--- config.mk ---
export PLATFORM = sky130hd
export DESIGN_NAME = pipeline_multi
export DESIGN_NICKNAME = d
export VERILOG_FILES = /design/src/rtl/pipeline_multi.sv
export SDC_FILE = /design/constraint.sdc
export NUM_CORES = 1
export LEC_CHECK = 0
export BUFFER_PORTS_ARGS = -buffer_cell sky130_fd_sc_hd__buf_2
export CORE_MARGIN = 4
export CORE_UTILIZATION = 30
export DETAILED_ROUTE_END_ITERATION = 10
export PLACE_DENSITY_LB_ADDON = 0.12
export SYNTH_ARGS = -nofsm -noshare
export SYNTH_HDL_FRONTEND = slang
export SYNTH_SLANG_ARGS = --single-unit
--- constraint.sdc ---
create_clock -name clk -period 5.95 [get_ports clk]
set_input_delay 0.2975 -clock clk [delete_from_list [all_inputs] [get_ports clk]]
set_output_delay 0.2975 -clock clk [all_outputs]
set_load 0.05 [all_outputs]
--- src/rtl/pipeline_multi.sv ---
// rtl/pipeline_multi.sv - one-hot steered multi-port flit buffer with per-port FWFT FIFOs
module pipeline_multi #(
    parameter int DW       = 7,
    parameter int NP       = 4,
    parameter int DEPTH    = 5,
    parameter int LOCKSTEP = 0,
    localparam int CW      = $clog2(DEPTH + 1)
) (
    input  logic               clk,
    input  logic               rst_n,
    input  logic [DW-1:0]      in_data,
    input  logic [NP-1:0]      in_sel,
    input  logic               in_valid,
    output logic               in_ready,
    output logic [NP*DW-1:0]   out_data,
    output logic [NP-1:0]      out_valid,
    input  logic [NP-1:0]      out_ready,
    output logic [NP*CW-1:0]   occ,
    output logic               err_sel
);
    localparam int PW = (DEPTH > 1) ? $clog2(DEPTH) : 1;

    logic [CW-1:0] cnt    [NP];
    logic [PW-1:0] wr_ptr [NP];
    logic [PW-1:0] rd_ptr [NP];
    logic [DW-1:0] mem    [NP][DEPTH];

    logic          sel_onehot;
    logic          sel_full;
    logic [NP-1:0] nonempty;
    logic [NP-1:0] push;
    logic [NP-1:0] pop;

    function automatic logic [PW-1:0] bump(input logic [PW-1:0] v);
        return (v == PW'(DEPTH - 1)) ? '0 : v + PW'(1);
    endfunction

    always_comb begin
        sel_full = 1'b0;
        nonempty = '0;
        for (int p = 0; p < NP; p++) begin
            nonempty[p] = (cnt[p] != '0);
            if (in_sel[p] && (cnt[p] == CW'(DEPTH)))
                sel_full = 1'b1;
        end
    end

    assign sel_onehot = (in_sel != '0) && ((in_sel & (in_sel - NP'(1))) == '0);
    assign in_ready   = sel_onehot && !sel_full;
    assign push       = (in_valid && in_ready) ? in_sel : '0;

    // In lockstep mode a port only presents its head once every port has one.
    assign out_valid  = (LOCKSTEP != 0) ? {NP{&nonempty}} : nonempty;
    assign pop        = (LOCKSTEP != 0) ? {NP{(&out_valid) && (&out_ready)}}
                                        : (out_valid & out_ready);

    for (genvar g = 0; g < NP; g++) begin : g_port
        assign out_data[g*DW +: DW] = out_valid[g] ? mem[g][rd_ptr[g]] : '0;
        assign occ[g*CW +: CW]      = cnt[g];
    end

    always_ff @(posedge clk or negedge rst_n) begin
        if (!rst_n) begin
            err_sel <= 1'b0;
            for (int p = 0; p < NP; p++) begin
                cnt[p]    <= '0;
                wr_ptr[p] <= '0;
                rd_ptr[p] <= '0;
            end
        end else begin
            err_sel <= in_valid && !sel_onehot;
            for (int p = 0; p < NP; p++) begin
                if (push[p])
                    wr_ptr[p] <= bump(wr_ptr[p]);
                if (pop[p])
                    rd_ptr[p] <= bump(rd_ptr[p]);
                if (push[p] && !pop[p])
                    cnt[p] <= cnt[p] + CW'(1);
                else if (pop[p] && !push[p])
                    cnt[p] <= cnt[p] - CW'(1);
            end
        end
    end

    // Storage is never reset; out_data masking hides stale slots.
    always_ff @(posedge clk) begin
        for (int p = 0; p < NP; p++) begin
            if (push[p])
                mem[p][wr_ptr[p]] <= in_data;
        end
    end
endmodule

; After elaboration in Yosys (flattened, before gate mapping)
; Memories as Yosys holds them, arrays and structs flattened.
; Cells that the tools add are included.
; Widths: inputs -> output; s select.
[word_totals]
register_bits = 37
mem_bits_rw = 140
in_bits = 18
out_inout_bits = 46
mem_count = 1
[classes]
n_addsub = 17
n_lt_le_gt_ge = 12
eq_ne = 12
mux = 62
bitwise = 10
reduce_logical = 43
[mem_list]
columns = memory, depth, word_bits, rd, rd_clocked_by_memory_dff, wr, line_no
row1 = mem, 4, 35, 4, 0, 1, 26  ; logic [DW-1:0] mem [NP][DEPTH];
[ops]
columns = operator, count
row1 = $mux 35, 10
row2 = $mux 7, 16
row3 = $reduce_or 35->1, 3
row4 = $bmux 7 s3, 4
row5 = $demux 7 s3, 4
row6 = $mux 3, 16
row7 = $add 3x1->3 const B, 12
row8 = $eq 3x3->1 const B, 12
row9 = $ge 4x4->1 const B, 8
row10 = $not 3->4, 8
row11 = $logic_and 1x1->1, 20
row12 = $lt 4x1->1 const B, 4
row13 = $reduce_bool 3->1, 4
row14 = $sub 3x1->3 const B, 4
row15 = $logic_not 1->1, 10
row16 = $and 4x4->4, 2
row17 = $mux 1, 8
row18 = $reduce_bool 2->1, 4
row19 = $mux 2, 3
row20 = $logic_not 4->1, 1
row21 = $mux 4, 1
row22 = $reduce_bool 4->1, 1
row23 = $sub 4x1->4 const B, 1

; Depth between registers and ports, before layout
; Gate-level depths: netlist of the first run.
[depth]
depth_word = 16
mapped_depth = 11
ltp_nobuf = 9

; Worst setup path before layout of the first run
; OpenSTA, ideal clock, no wires.
[synth_timing]
path_type = register to register
from = register cnt, in the netlist occ[4]
to = memory mem[2][10] (netlist bit) (enable)
setup_ns = 0.390
arrival_time_ns = 2.670
t_required_ns = 5.560
slack_ns = 2.889
stages_incl_launch_ff = 7
path_buffers = 2
cell_sequence = dfrtp_1 nand4b_1 nand2_1 or4b_1 buf_2 buf_6 nor4_1
[synth_between]
elab_chain_cells = 15
elab_cells_between_ends = 26
cone_classes = 1 x eq/ne / 18 x mux / 7 x reduce/logical
[synth_lines]
columns = item, line_no
row1 = start: declaration, 23  ; logic [CW-1:0] cnt [NP];
row2 = start signal: indexed assignment, 78  ; cnt[p] <= cnt[p] + CW'(1);
row3 = start signal: indexed assignment, 80  ; cnt[p] <= cnt[p] - CW'(1);
row4 = $eq 3x3->1 (*), 43  ; if (in_sel[p] && (cnt[p] == CW'(DEPTH)))
row5 = $logic_and 1x1->1 (*), 43
row6 = $mux 1 (*) (3 in a row), 43
row7 = $logic_not 1->1 (*), 49  ; assign in_ready = sel_onehot && !sel_full;
row8 = $logic_and 1x1->1 (*), 49
row9 = $logic_and 1x1->1 (*), 50  ; assign push = (in_valid && in_ready) ? in_sel : '0;
row10 = $mux 4 (*), 50
row11 = $mux 1, 88  ; if (push[p])
row12 = $mux 35 (implied by the code), 89  ; mem[p][wr_ptr[p]] <= in_data;
row13 = $reduce_or 35->1 (no line), -
row14 = $mux 2 (no line) or $mux 35 (tied branches) (3 in a row), -
row15 = end: declaration, 26
; Mark *: on every way between the ends. The rest lies on a longest branch, timed or not.

; Worst setup path in the final report of the first run
[layout_timing]
from = register cnt, in the netlist occ[4]
to = memory mem[0][27] (netlist bit) (enable)
; Same word-level chain as after synthesis.

==> results.md, run 1 <==
* Outcome: finished, final reports clean
* Synth warnings at 0
* Seq/Total Area, Yosys at 66.4%
* Crit share post-route at a little under three fifths
* VDD IR max at between 0.0003 and 0.0004 V
* Fin. Hold Viols at 0
* Post-synth cell types at 35
* GP Congestion at between 0.7 and 0.8
* RSZ-0062 raised after global routing: false
* Final Critical Period at between 3000 and 4000 ps
* CTS Buffer Depth at 2
* Worst-Margin Slew at 1270 ps
* Post_cts resized at 0
* Pin count of the biggest net entering global routing at 38
* Util after Layout at 35.7%
* Number of global-route vias before repair at 4678
* Yosys reg bits at approximately 180
* Cells after Synth at about 500
* Setup_tns at 0 ps
* CTS root buffer: clkbuf_16
* Hold bufs inserted after CTS at 0
* Initial antenna violation count at 1
* Ys async rst share at 20.9%
* Antenna diode count at 0
* Register Area at slightly above 5000 µm²
* GRT Total Usage at between 10 and 15%
* Synth area leaders: edfxtp_1 (54%), dfrtp_1 (12%), mux4_2 (8.2%), ha_1 (3.2%), nand2b_1 (2.4%)
* Core box area at 25300 µm²
* Crit path DAT at roughly 3500 ps
* Number of fill cells at roughly 2400
* Clk slew on worst S/H paths at about 70 ps
* Final WL at 18.5 mm
* Die Ht at between 150 and 200 µm
* Reg2Reg Depth at 4
* Maxcap violations at 0
* Layout cell share with drive strength beyond 1 at 25.0%
* Top FF cell, synth: edfxtp_1
* Die area at 28400 µm²
* Vias/cell at about 5
* Power Dens Cells at around 540 nW/µm²
* CTS tree: done
* Leakage power at 3.20 nW
* EDFF count, synth at 140
* Biggest area consumer among synthesized cells: edfxtp_1
* Initial Util at a little under a third
* Clk_lat worst skew at 430 ps
* Worst flop-to-flop path startpoint: occ[4]$_DFFE_PN0P_
* Grt ovf at 0
* H-tree levels at 4
* Num ports at 64
* Post-synth top area share at ~54%
* Avg Inst Size Synth at ~15 µm²
* Layout Skew at ~12 ps
* DR pass1 iterations at 4
* Worst EP required at around 6000 ps
* Max-slew violations at 0
* Kind of critical path: reg2reg
* Iter 0 DRT Violations at between 200 and 300
* Syn Std Cell Area at around 7700 µm²
* Die extent in x at between 150 and 200 µm
* Area grow syn2layout at 16.6%
* Post-DRT Antenna Nets at 0
* R2r endpoint: mem[0][27]$_DFFE_PP_
* Setup violators final at 0
* Postcts setup bufs at 0
* Hold WC Path Type: in2async
* WL per Instance at approximately 20 µm
* Clock sinks at between 150 and 200
* Synthesized net count at 551
* Nets at 620
* DPL Wire Length at 12.3 mm
* CTS buffer count at 17
* Slew headroom at between 10 and 15%
* Via count at around 4500
* Flop-to-flop setup slack at 2520 ps
* Most frequent cell after synthesis: edfxtp_1
* Commonest cells in the netlist: edfxtp_1 (140), dfrtp_1 (37), nand3_1 (33)
* FMAX at 0.292 GHz
* Multi-input gate area at about 2400 µm²
* First-pass GRT wire length at approximately 29 mm
* Crit path capture type: flip-flop
* Cell Rows at 58
* Startpoint types: flip-flop
* CP Max Fanout at 18
* PortBufs at between 60 and 70
* DR DRC count at 0
==> cells in the final DEF (no fill, tap or decap), types with 3 or more instances in the layout <==
cell	synthesis	layout
a21o_1	4	4
dfrtp_1	37	37
nor4_1	12	8
edfxtp_1	140	140
nand2_1	27	27
fa_1	4	4
o211ai_1	4	4
o41ai_1	8	8
buf_4	0	3
clkbuf_16	0	17
inv_6	0	3
nand3_1	33	33
clkbuf_2	0	4
buf_2	3	63
nor4_2	6	10
inv_1	29	29
nor3_1	5	5
o21ai_0	11	11
inv_8	0	3
nor4b_1	3	3
nand2b_1	30	30
ha_1	20	20
xnor2_1	4	4
a21oi_1	32	32
mux2_2	11	11
nor3b_1	4	4
nor2_1	14	14
mux4_2	28	28
xor2_1	9	9
nand4b_1	4	4
==> routing by layer <==
| layer | track usage (%) | vias to the layer above | wire (µm) | part of all wire, % |
|---|---|---|---|---|
| met2 | 20.9 | 103 | 8740 | 47 |
| met3 | 3.48 | 25 | 870 | 4.7 |
| met5 | 0 | - | 13 | 0.070 |
| li1 | - | 2078 | - | - |
| met1 | 18.3 | 2268 | 8500 | 46 |
| met4 | 5.08 | 2 | 389 | 2.1 |
==> area by class of cell <==
class	instances	area share [%]
Tap cell	330	4.58
Inverter	29	1.21
Sequential cell	177	56.9
Multi-Input combinational cell	283	26.9
Clock buffer	19	4.80
Timing Repair Buffer	70	3.97
Clock inverter	13	1.67
==> worst max-delay path, cell delays in order, from the launching register on <==
cell and delay [ps]:
dfrtp_1 420, nand4b_1 180, nand2_1 270, or4b_1 990, nor4_1 1170
==> registers in the layout, indices dropped and copies added (netlist names) <==
| signal | count |
|---|---|
| mem | 140 |
| occ | 12 |
| rd_ptr | 12 |
| wr_ptr | 12 |
| err_sel | 1 |
==> cells by family (layout without fill, tap and decap cells) <==
family                     after synthesis  after routing  share of synthesized area (%)
DFF                                    177            177                           66.4
and+or+nand+nor                        144            144                           10.6
AOI/OAI and AO/OA                       61             61                           4.66
buffers and inverters                   49            131                           2.62
muxes                                   41             41                           10.0
adders and majority gates               24             24                           4.27
xor gates and xnor gates                13             13                           1.47
==> metrics by stage <==
| step | setup WS (ps) | instance area, µm² | power [W] | instances | hold slack (ps) |
|---|---|---|---|---|---|
| 2_1_floorplan | 2890 | 7730 | 0.00327 | 509 | 1.91 |
| 3_3_place_gp | 2640 | 8390 | 0.00374 | 885 | 498 |
| 3_5_place_dp | 2480 | 8390 | 0.00377 | 885 | 510 |
| 4_1_cts | 2460 | 8970 | 0.00490 | 917 | 64.6 |
| 5_1_grt | 2300 | 9020 | 0.00514 | 921 | 88.7 |
| 6_report | 2520 | 9020 | 0.00485 | 921 | 8.00 |
==> worst max path at each step <==
stage	from	to	cells after the start
6_report	occ[4]$_DFFE_PN0P_	mem[0][27]$_DFFE_PP_	4
4_1_cts	occ[6]$_DFFE_PN0P_	mem[3][29]$_DFFE_PP_	4
3_3_place_gp	in_sel[2]	mem[3][10]$_DFFE_PP_	5
5_1_grt	occ[6]$_DFFE_PN0P_	mem[0][26]$_DFFE_PP_	4
2_1_floorplan	occ[4]$_DFFE_PN0P_	mem[2][10]$_DFFE_PP_	6
3_5_place_dp	in_sel[2]	mem[3][28]$_DFFE_PP_	5
==> power by group <==
group | switching, W | total [W] | internal, W | leakage, nW
logic | 0.00132 | 0.00195 | 0.000628 | 1.21
clock network | 0.000491 | 0.00112 | 0.000629 | 0.286
registers | 0.000305 | 0.00179 | 0.00148 | 1.71
total | 0.00212 | 0.00485 | 0.00274 | 3.20
Power figures use the tool's default switching activity.
==> run 2, diff against run 1 <==
==> constraint.sdc (replaced) <==
create_clock -name clk -period 3.5 [get_ports clk]
set_input_delay 0.175 -clock clk [delete_from_list [all_inputs] [get_ports clk]]
set_output_delay 0.175 -clock clk [all_outputs]
set_load 0.05 [all_outputs]
==> run 2 against run 1 <==
Register-to-register slack worse by 1800 ps. Critical path depth up 1. Combinational power grew 68%. Setup slack got worse by 1800 ps. Final area up 1.6%. First-iteration DRC count rose by 2.0%. Via count grew 0.29%. Largest cell class unchanged. Routed wire length decreased by 6.3%.
==> results.md, run 2 (synthesized netlist as in run 1, its figures left out) <==
* Crit path capture type: flip-flop
* First-pass GRT wire length at around 27 mm
* Layout cell share with drive strength beyond 1 at a little over a quarter
* Layout Skew at a little over 10 ps
* GP Congestion at roughly 0.73
* Nets at 640
* Kind of critical path: reg2reg
* WL per Instance at about 18 µm
* Iter 0 DRT Violations at 299
* DR pass1 iterations at 4
* CP bufs+invs at 1
* Clock sinks at 177
* Max FFs per register at 140
* Die area at between 20000 and 30000 µm²
* Postcts setup bufs at 0
* Vias/cell at roughly 4.8
* Grt ovf at 0
* Crit share post-route at 79.0%
* Reg2Reg Depth at 5
* VDD IR max at between 0.0004 and 0.0005 V
* H-tree levels at 4
* Cell Rows at 58
* Num ports at 64
* Via count at between 4000 and 5000
* FMAX at 0.362 GHz
* Die extent in x at between 150 and 200 µm
* Startpoint types: flip-flop
* PortBufs at 63
* RSZ-0062 raised after global routing: false
* Util after Layout at between 30 and 40%
* Hold WC Path Type: in2reg
* Max-slew violations at 0
* Largest delay contributor family on the critical path: simple AND/OR/NAND/NOR gates
* DR DRC count at 0
* Clk_lat worst skew at 430 ps
* Initial Util at 30.6%
* Power Dens Cells at around 900 nW/µm²
* CP max stage cell: or4b_1
* CTS root buffer: clkbuf_16
* Die Ht at 169 µm
* Outcome: finished, final reports clean
* Setup violators final at 0
* Fin. Hold Viols at 0
* Area grow syn2layout at 18.5%
* CP Max Fanout at 18
* CP Cell Sequence: nand4b_1 -> nand2_1 -> or4b_1 -> nor4_1 -> buf_4
* Worst-Margin Slew at 1000 ps
* Core box area at between 20000 and 30000 µm²
* Setup_tns at 0 ps
* Max stage delay on crit path at approximately 920 ps
* Number of global-route vias before repair at approximately 4600
* Pin count of the biggest net entering global routing at 38
* Clk slew on worst S/H paths at roughly 70 ps
* Most frequent cells in the layout: edfxtp_1 (140), buf_2 (63), dfrtp_1 (37)
* CTS tree: done
* Initial antenna violation count at 1
* Slew headroom at roughly 33%
* Crit path from: occ[9]$_DFFE_PN0P_
* Hold bufs inserted after CTS at 3
* R2r endpoint: mem[2][26]$_DFFE_PP_
* Leakage power at between 3 and 4 nW
* Number of fill cells at roughly 2400
* DPL Wire Length at around 11 mm
* Worst EP required at 3630 ps
* Crit path DAT at about 2900 ps
* Worst flop-to-flop path startpoint: occ[9]$_DFFE_PN0P_
* Post_cts resized at 0
* Flop-to-flop setup slack at between 700 and 800 ps
* Post-DRT Antenna Nets at 0
* Critical path destination: mem[2][26]$_DFFE_PP_
* CTS Buffer Depth at 2
* CTS buffer count at 17
* Final WL at around 17 mm
* GRT Total Usage at between 10% and 20%
* Levels on crit path at 5
* Leading cell type in the layout, fill and taps excluded: edfxtp_1
* Final Critical Period at 2770 ps
* Maxcap violations at 0
==> run 2: how the worst min path moves through the flow <==
stage / startpoint / to / slack (ps) / depth (start not counted)
floorplan: rst_n / err_sel$_DFF_PN0_ / -120 / 0
global placement: rst_n / rd_ptr[4]$_DFFE_PN0P_ / 390 / 1
detailed placement: rst_n / rd_ptr[3]$_DFFE_PN0P_ / 410 / 1
CTS: out_ready[2] / rd_ptr[5]$_DFFE_PN0P_ / 9 / 3
global route: out_ready[3] / rd_ptr[2]$_DFFE_PN0P_ / 50 / 3
finish: out_ready[2] / rd_ptr[5]$_DFFE_PN0P_ / 30 / 3
==> run 2: worst register-to-register path, delay by kind of cell, from the launching register on <==
kind                   cells  cell delay (ps)
buffers and inverters      1              230
DFF                        1              450
and+or+nand+nor            4             1790
==> run 2: stage by stage <==
| stage | area (µm²) | hold slack, ps | power (W) | setup slack [ps] | instances |
|---|---|---|---|---|---|
| after floorplan | 7730 | -121 | 0.00555 | 439 | 509 |
| after global placement | 8550 | 395 | 0.00637 | 730 | 906 |
| after detailed placement | 8550 | 411 | 0.00642 | 711 | 906 |
| after CTS | 9160 | 9.49 | 0.00833 | 700 | 941 |
| after global routing | 9160 | 54.8 | 0.00873 | 533 | 941 |
| final | 9160 | 29.8 | 0.00822 | 734 | 942 |
==> run 2: layer usage <==
layer / vias to the layer above / global-route usage [%] / part of all wire (%)
met5: - / 0 / 0.040
met4: 2 / 3.60 / 1.1
met3: 13 / 3.25 / 4.9
met2: 89 / 20.0 / 47
met1: 2260 / 17.6 / 47
li1: 2125 / - / -
==> run 2: final cells by class <==
type                    instances  area, µm²  share of cell area, %
flip-flops and latches        177       5130                   56.0
well taps                     330        413                   4.51
inverters                      29        109                   1.19
multi-input cells             283       2400                   26.2
clock buffers                  19        433                   4.73
clock inverters                13        150                   1.64
repair buffers                 90        526                   5.74
diodes                          1       2.50                 0.0273
==> run 2: power breakdown <==
| part | total (W) | switching (W) | internal (W) |
|---|---|---|---|
| clock network | 0.00189 | 0.000825 | 0.00107 |
| logic | 0.00328 | 0.00219 | 0.00110 |
| registers | 0.00305 | 0.000532 | 0.00252 |
==> run 3, diff against run 2 <==
==> constraint.sdc (replaced) <==
create_clock -name clk -period 2.9 [get_ports clk]
set_input_delay 0.145 -clock clk [delete_from_list [all_inputs] [get_ports clk]]
set_output_delay 0.145 -clock clk [all_outputs]
set_load 0.05 [all_outputs]
==> run 3 against run 2 <==
Critical path depth grew 1. First-iteration DRC count shrank 4.0%. Maximum frequency increased by 8.2%. Via count up 0.27%. Clock skew decreased by 1.1 ps. Combinational power increased by 21%. Critical path type unchanged. Hold slack improved by 59 ps. Cell count is 0.85% higher. Register-to-register slack lost 390 ps. Sequential power increased by 21%. Sequential cell count did not move. Setup slack got worse by 390 ps.
==> results.md, run 3 (synthesized netlist as in run 1, its figures left out) <==
* Outcome: finished, final reports clean
* Num ports at 64
* Worst EP required at a little over 3000 ps
* Grt ovf at 0
* Leakage power at between 3 and 4 nW
* Post-DRT Antenna Nets at 0
* Clock network power share at a little under a quarter
* Via count at around 4500
* Initial antenna violation count at 2
* Die Ht at between 150 and 200 µm
* First-pass GRT wire length at between 20 and 30 mm
* P_int at 0.00564 W
* CP max stage cell: or4b_1
* Most frequent cells in the layout: edfxtp_1 (140), buf_2 (63), dfrtp_1 (37)
* Slew headroom at between 10% and 20%
* Crit path capture type: flip-flop
* Number of fill cells at between 2000 and 2500
* Power Dens Cells at 1080 nW/µm²
* Postcts setup bufs at 0
* Cell Rows at 58
* Die area at between 20000 and 30000 µm²
* Max stage delay on crit path at 620 ps
* Layout Skew at slightly above 9 ps
* DR pass1 iterations at 6
* Nets at approximately 650
* GRT Total Usage at approximately 13%
* Clk slew on worst S/H paths at 60 ps
* Pin count of the biggest net entering global routing at 38
* Final WS setup at between 300 and 400 ps
* Initial Util at a little under a third
* Layout cell share with drive strength beyond 1 at between 20% and 30%
* Min-delay src: in_valid
* RSZ-0062 raised after global routing: false
* Flop-to-flop setup slack at roughly 340 ps
* Kind of critical path: reg2reg
* Sw frac at 43.0%
* VDD IR max at roughly 0.00065 V
* Setup violators final at 0
* Final Critical Period at ~2600 ps
* Worst-Margin Slew at approximately 1200 ps
* CTS buffer count at 17
* WL per Instance at approximately 18 µm
* Largest delay contributor family on the critical path: simple AND/OR/NAND/NOR gates
* CP bufs+invs at 2
* Vias/cell at ~4.7
* Sequential share of power at 37.3%
* Clk_lat worst skew at 420 ps
* Share of total power in combinational logic at roughly 40%
* Max FFs per register at between 100 and 150
* H-tree levels at 4
* Iter 0 DRT Violations at approximately 290
* Area grow syn2layout at 19.2%
* CTS Buffer Depth at 2
* Hold WC Path Type: in2reg
* Core box area at approximately 25000 µm²
* Sw power at about 0.0043 W
* Crit path DAT at about 2700 ps
* Die extent in x at 169 µm
* Crit share post-route at roughly 90%
* Setup WS pre-CTS at 37.3 ps
* Final WL at 17.5 mm
* Cell mode on critical path: buf_4
* Util after Layout at between 30% and 40%
* GP Congestion at a little over 0.7
* Hold bufs inserted after CTS at 5
* CP Cell Sequence: nand4b_1 -> nand2_1 -> or4b_1 -> buf_4 -> nor4b_1 -> buf_4
* Max-slew violations at 0
* Crit path from: occ[3]$_DFFE_PN0P_
* CP Max Fanout at 10
* DPL Wire Length at about 12 mm
* CTS tree: done
* Fin. Hold Viols at 0
* Maxcap violations at 0
* Startpoint types: flip-flop
* Clock sinks at ~180
* CTS root buffer: clkbuf_16
* PortBufs at 63
* Number of global-route vias before repair at between 4000 and 5000
* Post_cts resized at 0
* DR DRC count at 0
* Leading cell type in the layout, fill and taps excluded: edfxtp_1
* Worst flop-to-flop path startpoint: occ[3]$_DFFE_PN0P_
* FMAX at between 0.3 and 0.4 GHz
==> run 3: through the flow <==
stage	total power [W]	TNS [ps]	hold slack [ps]	cell area, µm²	cells
floorplan	0.00670	-7980	-151	7730	509
global route	0.0105	0	79.3	9210	950
global placement	0.00771	0	359	8590	912
detailed placement	0.00777	0	385	8590	912
finish	0.00991	0	88.5	9210	950
CTS	0.0101	0	66.9	9210	949
==> run 3: area by class of cell <==
type                       instances  area [µm²]  area share [%]
tap                              330         413            4.48
multi-input combinational        283        2400            26.0
antenna                            1        2.50          0.0272
sequential                       177        5130            55.7
clock buffer                      20         437            4.74
inverter                          29         109            1.18
timing repair buffer              98         591            6.41
clock inverter                    12         134            1.45
==> run 3: path summary, 6_finish.rpt <==
path / cells past startpoint / endpoint
max: 6 / mem[0][4]$_DFFE_PP_
min: 2 / err_sel$_DFF_PN0_
max reg2reg: 6 / mem[0][4]$_DFFE_PP_
min reg2reg: 1 / occ[2]$_DFFE_PN0P_
max in group asynchronous: 2 / wr_ptr[1]$_DFFE_PN0P_
min in group asynchronous: 2 / rd_ptr[4]$_DFFE_PN0P_
==> run 3: worst reg2reg max path, stage by stage (launching register included) <==
cell and delay [ps]:
dfrtp_1 450, nand4b_1 170, nand2_1 270, or4b_1 620, buf_4 200, nor4b_1 320, buf_4 230
==> run 3: power groups by stage <==
stage                     Combinational, W  Sequential [W]  Clock (W)
after floorplan                    0.00305         0.00365          0
after global placement             0.00397         0.00374          0
after detailed placement           0.00401         0.00376          0
after CTS                          0.00403         0.00371    0.00231
after global routing               0.00429         0.00379    0.00243
final                              0.00397         0.00369    0.00224
==> run 3: metal layers <==
layer  GRT usage [%]  part of all wire, %  vias up
li1                -                    -     2139
met1            17.3                   48     2276
met2            20.5                   48       73
met3            2.90                  3.4       13
met4            4.34                  1.4        0
met5               0                    0        -
